--- config.mk ---
export PLATFORM = sky130hd
export DESIGN_NAME = psx_irq_ctrl_flat
export DESIGN_NICKNAME = d
export VERILOG_FILES = /design/src/rtl/psx_irq_ctrl_if.sv /design/src/rtl/psx_irq_ctrl.sv /design/src/flat_wrapper.sv
export SDC_FILE = /design/constraint.sdc
export NUM_CORES = 1
export LEC_CHECK = 0
export CORE_ASPECT_RATIO = 0.7
export CORE_MARGIN = 2
export CORE_UTILIZATION = 47
export DETAILED_ROUTE_END_ITERATION = 10
export MAX_ROUTING_LAYER = met4
export PLACE_DENSITY_LB_ADDON = 0.05
export SLEW_MARGIN = 10
export SYNTH_ARGS = -nofsm -noshare
export SYNTH_HDL_FRONTEND = slang
export SYNTH_SLANG_ARGS = --single-unit
--- constraint.sdc ---
create_clock -name i_clk -period 1.5 [get_ports i_clk]
set_input_delay 0.3 -clock i_clk [delete_from_list [all_inputs] [get_ports i_clk]]
set_output_delay 0.3 -clock i_clk [all_outputs]
set_load 0.03 [all_outputs]
--- src/rtl/psx_irq_ctrl_if.sv ---
// CPU-side register bus of the interrupt controller: one-cycle access strobe,
// I_STAT/I_MASK select, and a read-data return strobed one cycle later.
interface psx_irq_ctrl_if;
    logic        i_cs;
    logic        i_we;
    logic        i_addr;
    logic [31:0] i_wdata;
    logic [31:0] o_rdata;
    logic        o_rvalid;

    modport master (
        output i_cs, i_we, i_addr, i_wdata,
        input  o_rdata, o_rvalid
    );

    modport slave (
        input  i_cs, i_we, i_addr, i_wdata,
        output o_rdata, o_rvalid
    );
endinterface

--- src/rtl/psx_irq_ctrl.sv ---
// PSX interrupt controller: edge-latched I_STAT, I_MASK, CPU IRQ line and
// per-source acknowledge pulses. One bit cell per source, replicated by generate.

// Per-source slice: edge detector, sticky status bit, mask bit, ack pulse.
module psx_irq_bit (
    input  logic i_clk,
    input  logic i_nRst,
    input  logic i_src,
    input  logic i_statWr,
    input  logic i_ackBit,
    input  logic i_maskWr,
    input  logic i_maskBit,
    output logic o_stat,
    output logic o_mask,
    output logic o_ack
);
    logic prev;
    logic rise;
    logic keep;

    assign rise = i_src & ~prev;
    // Writing 0 clears, writing 1 (or no write) keeps; a fresh edge always wins.
    assign keep = ~i_statWr | i_ackBit;

    always_ff @(posedge i_clk) begin
        if (!i_nRst) begin
            prev   <= i_src;
            o_stat <= 1'b0;
            o_mask <= 1'b0;
            o_ack  <= 1'b0;
        end else begin
            prev   <= i_src;
            o_stat <= (o_stat & keep) | rise;
            if (i_maskWr)
                o_mask <= i_maskBit;
            o_ack  <= o_stat & ~keep & ~rise;
        end
    end
endmodule

module psx_irq_ctrl #(
    parameter int NUM_SRC = 11
) (
    input  logic               i_clk,
    input  logic               i_nRst,
    input  logic [NUM_SRC-1:0] i_src,
    psx_irq_ctrl_if.slave      bus,
    output logic [NUM_SRC-1:0] o_srcAck,
    output logic               o_irq
);
    logic               stat_wr;
    logic               mask_wr;
    logic               rd;
    logic [NUM_SRC-1:0] stat;
    logic [NUM_SRC-1:0] mask;
    logic [NUM_SRC-1:0] ack;
    logic [NUM_SRC-1:0] rd_sel;
    logic               unused_wdata;

    assign stat_wr = bus.i_cs &  bus.i_we & ~bus.i_addr;
    assign mask_wr = bus.i_cs &  bus.i_we &  bus.i_addr;
    assign rd      = bus.i_cs & ~bus.i_we;

    // Upper write-data bits have no backing storage.
    assign unused_wdata = &{1'b0, bus.i_wdata[31:NUM_SRC]};

    for (genvar g = 0; g < NUM_SRC; g++) begin : g_src
        psx_irq_bit u_bit (
            .i_clk     (i_clk),
            .i_nRst    (i_nRst),
            .i_src     (i_src[g]),
            .i_statWr  (stat_wr),
            .i_ackBit  (bus.i_wdata[g]),
            .i_maskWr  (mask_wr),
            .i_maskBit (bus.i_wdata[g]),
            .o_stat    (stat[g]),
            .o_mask    (mask[g]),
            .o_ack     (ack[g])
        );
    end

    assign o_srcAck = ack;
    assign o_irq    = |(stat & mask);
    assign rd_sel   = bus.i_addr ? mask : stat;

    // Read returns pre-update register contents; reset drops any pending strobe.
    always_ff @(posedge i_clk) begin
        if (!i_nRst) begin
            bus.o_rdata  <= 32'd0;
            bus.o_rvalid <= 1'b0;
        end else begin
            bus.o_rvalid <= rd;
            if (rd)
                bus.o_rdata <= {{(32-NUM_SRC){1'b0}}, rd_sel};
        end
    end
endmodule

--- src/flat_wrapper.sv ---
// flat-port wrapper written by rule: the top's interface ports become plain ports
module psx_irq_ctrl_flat 
#(
    parameter int NUM_SRC = 11
)
  (i_clk, i_nRst, i_src, o_srcAck, o_irq, bus_i_cs, bus_i_we, bus_i_addr, bus_i_wdata, bus_o_rdata, bus_o_rvalid);
  psx_irq_ctrl_if bus_i ();
  input  logic i_clk;
  input  logic i_nRst;
  input  logic [NUM_SRC-1:0] i_src;
  output logic [NUM_SRC-1:0] o_srcAck;
  output logic o_irq;
  input wire logic [$bits(bus_i.i_cs)-1:0] bus_i_cs;
  input wire logic [$bits(bus_i.i_we)-1:0] bus_i_we;
  input wire logic [$bits(bus_i.i_addr)-1:0] bus_i_addr;
  input wire logic [$bits(bus_i.i_wdata)-1:0] bus_i_wdata;
  output wire logic [$bits(bus_i.o_rdata)-1:0] bus_o_rdata;
  output wire logic [$bits(bus_i.o_rvalid)-1:0] bus_o_rvalid;
  assign bus_i.i_cs = bus_i_cs;
  assign bus_i.i_we = bus_i_we;
  assign bus_i.i_addr = bus_i_addr;
  assign bus_i.i_wdata = bus_i_wdata;
  assign bus_o_rdata = bus_i.o_rdata;
  assign bus_o_rvalid = bus_i.o_rvalid;
  psx_irq_ctrl #(.NUM_SRC(NUM_SRC)) u_core (.i_clk(i_clk), .i_nRst(i_nRst), .i_src(i_src), .bus(bus_i), .o_srcAck(o_srcAck), .o_irq(o_irq));
endmodule
# == Yosys cells after proc, flatten, opt, wreduce, memory -nomap -nowiden ==
# Cells that the tools add are included.
# classes
mux,1
bitwise_logic,107
n_reduce_logical,1
# ops
op,count
bitwise AND 1 bit,48
NOT 1 bit,36
bitwise OR 1 bit,22
bitwise AND 11 bit,1
two-way mux 11 bit,1
OR reduction 11 bit,1
# totals
reg_bits,56
inputBits,48
out_inout_bits,45
wordCells,155

# == Logic depth before layout (Yosys ltp) ==
# Gate-level depths: netlist of the first run.
# logic_depth
word_depth,7
depth_mapped,5
ltp_nobuf,3

# == By module ==
# Synthesis of the first run repeated with hierarchy kept, for this count alone.
# unflattened
hier_cells,205
hier_area_um2,2283.4
# by_module_without_submodules
module,instances,cells_per_inst,area_each_um2,seq_area_each_um2
psx_irq_bit,11,11,133.9,80.1
psx_irq_ctrl,1,84,810.8,240.2

# == Least setup slack after synthesis of the first run ==
# No wires, ideal clock.
# synth_timing
path_type,flip-flop to output port
from,reg u_core.g_src[6].u_bit.o_stat
to,out o_irq
arrival_ps,1006
t_required_ps,1200
setup_slack_ps,194
stages_incl_launch_ff,4
n_path_buf,0
cell_sequence,dfxtp_1 a22o_1 a221oi_1 nand3_1
# synth_between
elab_chain_cells,2
# synth_lines
item,line,source
start: declaration,psx_irq_ctrl.sv:13,"output logic o_stat,"
start signal: assignment,psx_irq_ctrl.sv:33,o_stat <= (o_stat & keep) | rise;
bitwise AND 11 bit,psx_irq_ctrl.sv:83,assign o_irq = |(stat & mask);
OR reduction 11 bit,psx_irq_ctrl.sv:83,
end: declaration,flat_wrapper.sv:12,output logic o_irq;
# No other way between the ends.

# == Final worst setup path of the first run ==
# layout_timing
from,reg u_core.g_src[0].u_bit.o_mask
to,out o_irq
# layout_between
elab_chain_cells,2
# layout_lines
item,line,source
start: declaration,psx_irq_ctrl.sv:14,"output logic o_mask,"
start signal: assignment,psx_irq_ctrl.sv:35,o_mask <= i_maskBit;
bitwise AND 11 bit,psx_irq_ctrl.sv:83,
OR reduction 11 bit,psx_irq_ctrl.sv:83,
# No other way between the ends.

==> results of run 1 <==
[power by group through the flow]
stage / Sequential (W) / Combinational [W] / Clock [W]
3_3_place_gp: 0.00162 / 0.000493 / 0
4_1_cts: 0.00158 / 0.000486 / 0.00100
6_report: 0.00158 / 0.000484 / 0.000973
2_1_floorplan: 0.00165 / 0.000277 / 0
5_1_grt: 0.00159 / 0.000521 / 0.00107
3_5_place_dp: 0.00162 / 0.000496 / 0
[layout by cell type, fill, tap and decap left out, types with 2 or more instances in the layout]
cell type,n
buf_4,32
clkdlybuf4s50_1,26
o211a_1,11
a21boi_0,19
o211ai_1,10
dlygate4sd2_1,23
a22o_1,2
nor4b_4,10
dfxtp_2,2
nand2b_1,10
clkbuf_8,5
o21ai_0,11
a21boi_1,2
nand3_1,2
a221oi_2,2
nand2_1,33
conb_1,21
dfxtp_1,54
inv_1,10
[area by class of cell]
| cell class | instances | share of cell area |
|---|---|---|
| inverters | 10 | 0.0120 |
| clock buffers | 6 | 0.0232 |
| flip-flops and latches | 56 | 0.359 |
| repair buffers | 83 | 0.234 |
| clock inverters | 2 | 0.0112 |
| well taps | 69 | 0.0276 |
| multi-input cells | 144 | 0.332 |
[synthesized netlist by cell type]
cell / n / area [µm²]
clkbuf_1: 4 / 15.0
nor2b_1: 1 / 6.26
and2_1: 1 / 6.26
nand3_1: 2 / 10.0
a222oi_1: 1 / 10.0
buf_4: 34 / 255
a21boi_1: 2 / 15.0
nor2b_2: 1 / 8.76
buf_6: 2 / 22.5
nor4b_1: 1 / 8.76
and3_1: 1 / 6.26
nand4b_1: 1 / 8.76
clkbuf_2: 1 / 5.00
a22o_1: 2 / 17.5
nand3b_1: 1 / 7.51
nor2_1: 1 / 3.75
buf_2: 3 / 15.0
nor3_1: 1 / 5.00
a21boi_0: 19 / 143
o211a_1: 11 / 110
a221oi_1: 2 / 17.5
mux2i_1: 1 / 10.0
dfxtp_1: 56 / 1120
nand2_1: 33 / 124
conb_1: 1 / 3.75
o211ai_1: 10 / 75.1
nand2b_1: 10 / 62.6
nor4b_4: 10 / 238
inv_1: 10 / 37.5
o21ai_0: 11 / 55.1
[logic make-up after synthesis]
| group | count (synthesis) | synth area share |
|---|---|---|
| multiplexers | 1 | 0.00413 |
| AO/OA/AOI/OAI | 58 | 0.183 |
| flip-flops | 56 | 0.463 |
| other | 1 | 0.00155 |
| AND/OR/NAND/NOR | 64 | 0.204 |
| buffers and inverters | 54 | 0.145 |
[worst max-delay path: cells and delay by family, from the launching register on]
family                 cells  cell delay (ns)
AOI/OAI and AO/OA          1             0.39
DFF                        1             0.33
and+or+nand+nor            1             0.17
buffers and inverters      1             0.17
[sequential cells by signal, indices dropped and copies added, names as in the netlist]
| name | count |
|---|---|
| u_core.g_src.u_bit.o_stat | 11 |
| u_core.g_src.u_bit.o_mask | 11 |
| u_core.bus.o_rdata | 11 |
| u_core.bus.o_rvalid | 1 |
| u_core.g_src.u_bit.prev | 11 |
| u_core.g_src.u_bit.o_ack | 11 |
[metal layers]
layer | wire (µm) | share of wire
met1 | 2450 | 0.51
met2 | 2020 | 0.42
met3 | 330 | 0.068
met4 | 51 | 0.011
met5 | 0 | 0
[worst max path at each step]
stage                            startpoint     to  slack (ns)
5_1_grt        u_core.g_src[0].u_bit.o_mask  o_irq       -0.23
4_1_cts        u_core.g_src[6].u_bit.o_stat  o_irq       -0.16
6_report       u_core.g_src[0].u_bit.o_mask  o_irq       -0.16
3_3_place_gp   u_core.g_src[6].u_bit.o_stat  o_irq       -0.31
3_5_place_dp   u_core.g_src[6].u_bit.o_stat  o_irq       -0.32
2_1_floorplan  u_core.g_src[6].u_bit.o_stat  o_irq        0.19
[what timing repair did]
action / in CTS / in global routing
resized for setup: 32 / 2
pin swaps: 1 / 2
setup endpoints to repair: 24 / 1
setup buffers: 0 / 0
[per-stage QoR]
stage	setup TNS, ns	instance area [µm²]	instances	worst slack (ns)	hold slack [ns]
floorplan	0	2500	254	0.194	0.328
global placement	-3.77	3030	362	-0.313	0.462
detailed placement	-4.03	3030	362	-0.320	0.467
CTS	-0.164	3130	370	-0.164	0.442
global route	-0.233	3130	370	-0.233	0.443
finish	-0.163	3130	370	-0.163	0.452
==> summary.txt, run 1 <==
Global routing
  – Global Route met3 Usage: 0.0519
  – Largest net degree at the start of global routing: 35
  – Met2 usage: 0.259
  – Global Route met1 Usage: 0.252
  – Global Route Usage Sum: 0.183
  – GR peak layer: met2
  – Vias in the first global route: between 1500 and 2000
  – Grt total ovfl: 0
  – First-pass GRT wire length: 8.13 mm
  – Initial antenna violation count: 0

Setup path
  – Reg-to-reg critical path endpoint: u_core.bus.o_rdata[10]
  – CP Max Fanout: 2
  – Worst setup SP type: flop
  – Setup CP Type: reg -> out
  – CP endpoint kind: output port
  – R2r setup slk: 0.55 ns
  – Crit path cell chain: a222oi_1 > nand3_1 > buf_6
  – Largest stage delay on the critical path: roughly 0.39 ns
  – Worst path slowest cell: a222oi_1
  – Worst Path Required: ~1.2 ns
  – RR Startpoint: u_core.g_src[10].u_bit.o_stat
  – Arr. time, crit path: around 1.4 ns
  – R2R cell count: 4

Detailed routing
  – DRC violations left: 0
  – Iteration-0 DRC Markers: between 70 and 80
  – Vias per inst: 4.75
  – Vias: 1757
  – DR WL/cell: around 13 µm
  – WL final: ~4.8 mm
  – Initial DRT Pass Iterations: 4
  – Remaining antenna violation count after routing: 0

Min path
  – Hold Startpoint: i_src[9]
  – Worst Hold Class: in -> reg
  – Hold EP: u_core.g_src[9].u_bit.prev
  – Worst Hold Depth: 1

CTS
  – CTS root buffer: clkbuf_8
  – Clock Pin Slew Worst Setup and Hold Paths: approximately 0.1 ns
  – Hold buffers post-CTS: 0
  – CTS tree: done
  – Max Root-Sink Buffers: 2
  – Worst skew pair latency: 0.31 ns
  – Clock sink count: 56
  – CTS buffer count: 5
  – H-tree levels: 2

Timing
  – Final setup fails: 1
  – Hold Violations, Final: 0
  – Final Skew: between 0.003 and 0.004 ns
  – Part of the cycle the worst path needs: 1.11
  – FMAX: 601 MHz
  – PnR worst setup slack: -0.163 ns
  – RSZ-0062 raised after global routing: true
  – Fin crit period: about 1.7 ns
  – Slew Limit Fails: 0

Power and ir drop
  – Combinational share of power: 0.159
  – Power, Total: 0.00304 W
  – Worst IR Drop VDD: 663 µV
  – P per Cell Area: about 970 mW/mm²
  – Switching Power: between 0.0007 and 0.0008 W
  – Leakage Power: roughly 1.5 nW
  – Sequential share of power: 0.521
  – Sw Ratio: 0.258
  – Clock share of power: 0.320
  – Int Pwr: 0.00226 W

Final layout
  – Reg area: 0.00112 mm²
  – Layout cells sized above 1: 0.186
  – Area Overhead vs Synth: 29.1%
  – ANT cells: 0
  – Fill count: ~420
  – Core Util, Final: 0.644
  – # nets final: 348
  – Multi-input logic area: between 0.001 and 0.0015 mm²

Placed design
  – HPWL after DPL: about 3.6 mm
  – Port bufs: 50
  – Final GP Congestion: just under 0.8

Synthesis
  – Seq cells post-synth: 56
  – Gate Count Post-Synth: 234
  – Post-synth design cell area: roughly 0.0024 mm²
  – Avg Cell Area, Syn: slightly above 10 µm²
  – Yosys cell types: 30
  – Synthesis Warnings: 0
  – Register area share after synthesis: 0.463

Floorplanning
  – Core area: 0.00486 mm²
  – Floorplan row count: 21
  – Io pins: 93
  – Die height: about 64 µm
  – DIE WIDTH: approximately 90 µm
  – Die area: around 0.0058 mm²
  – Initial Util: 0.499

Flow run
  – Max-Cap Viols: 0

Run status
  – Failing checks: negative setup slack
  – Status: finished, violations left
No activity file was read; power rests on OpenSTA's default activity.
==> run 2, diff against run 1 <==
HOLD_SLACK_MARGIN = 0.02   (was default)
==> results of run 2 <==
The final DEF is identical to that of run 1; final timing and power are the same.
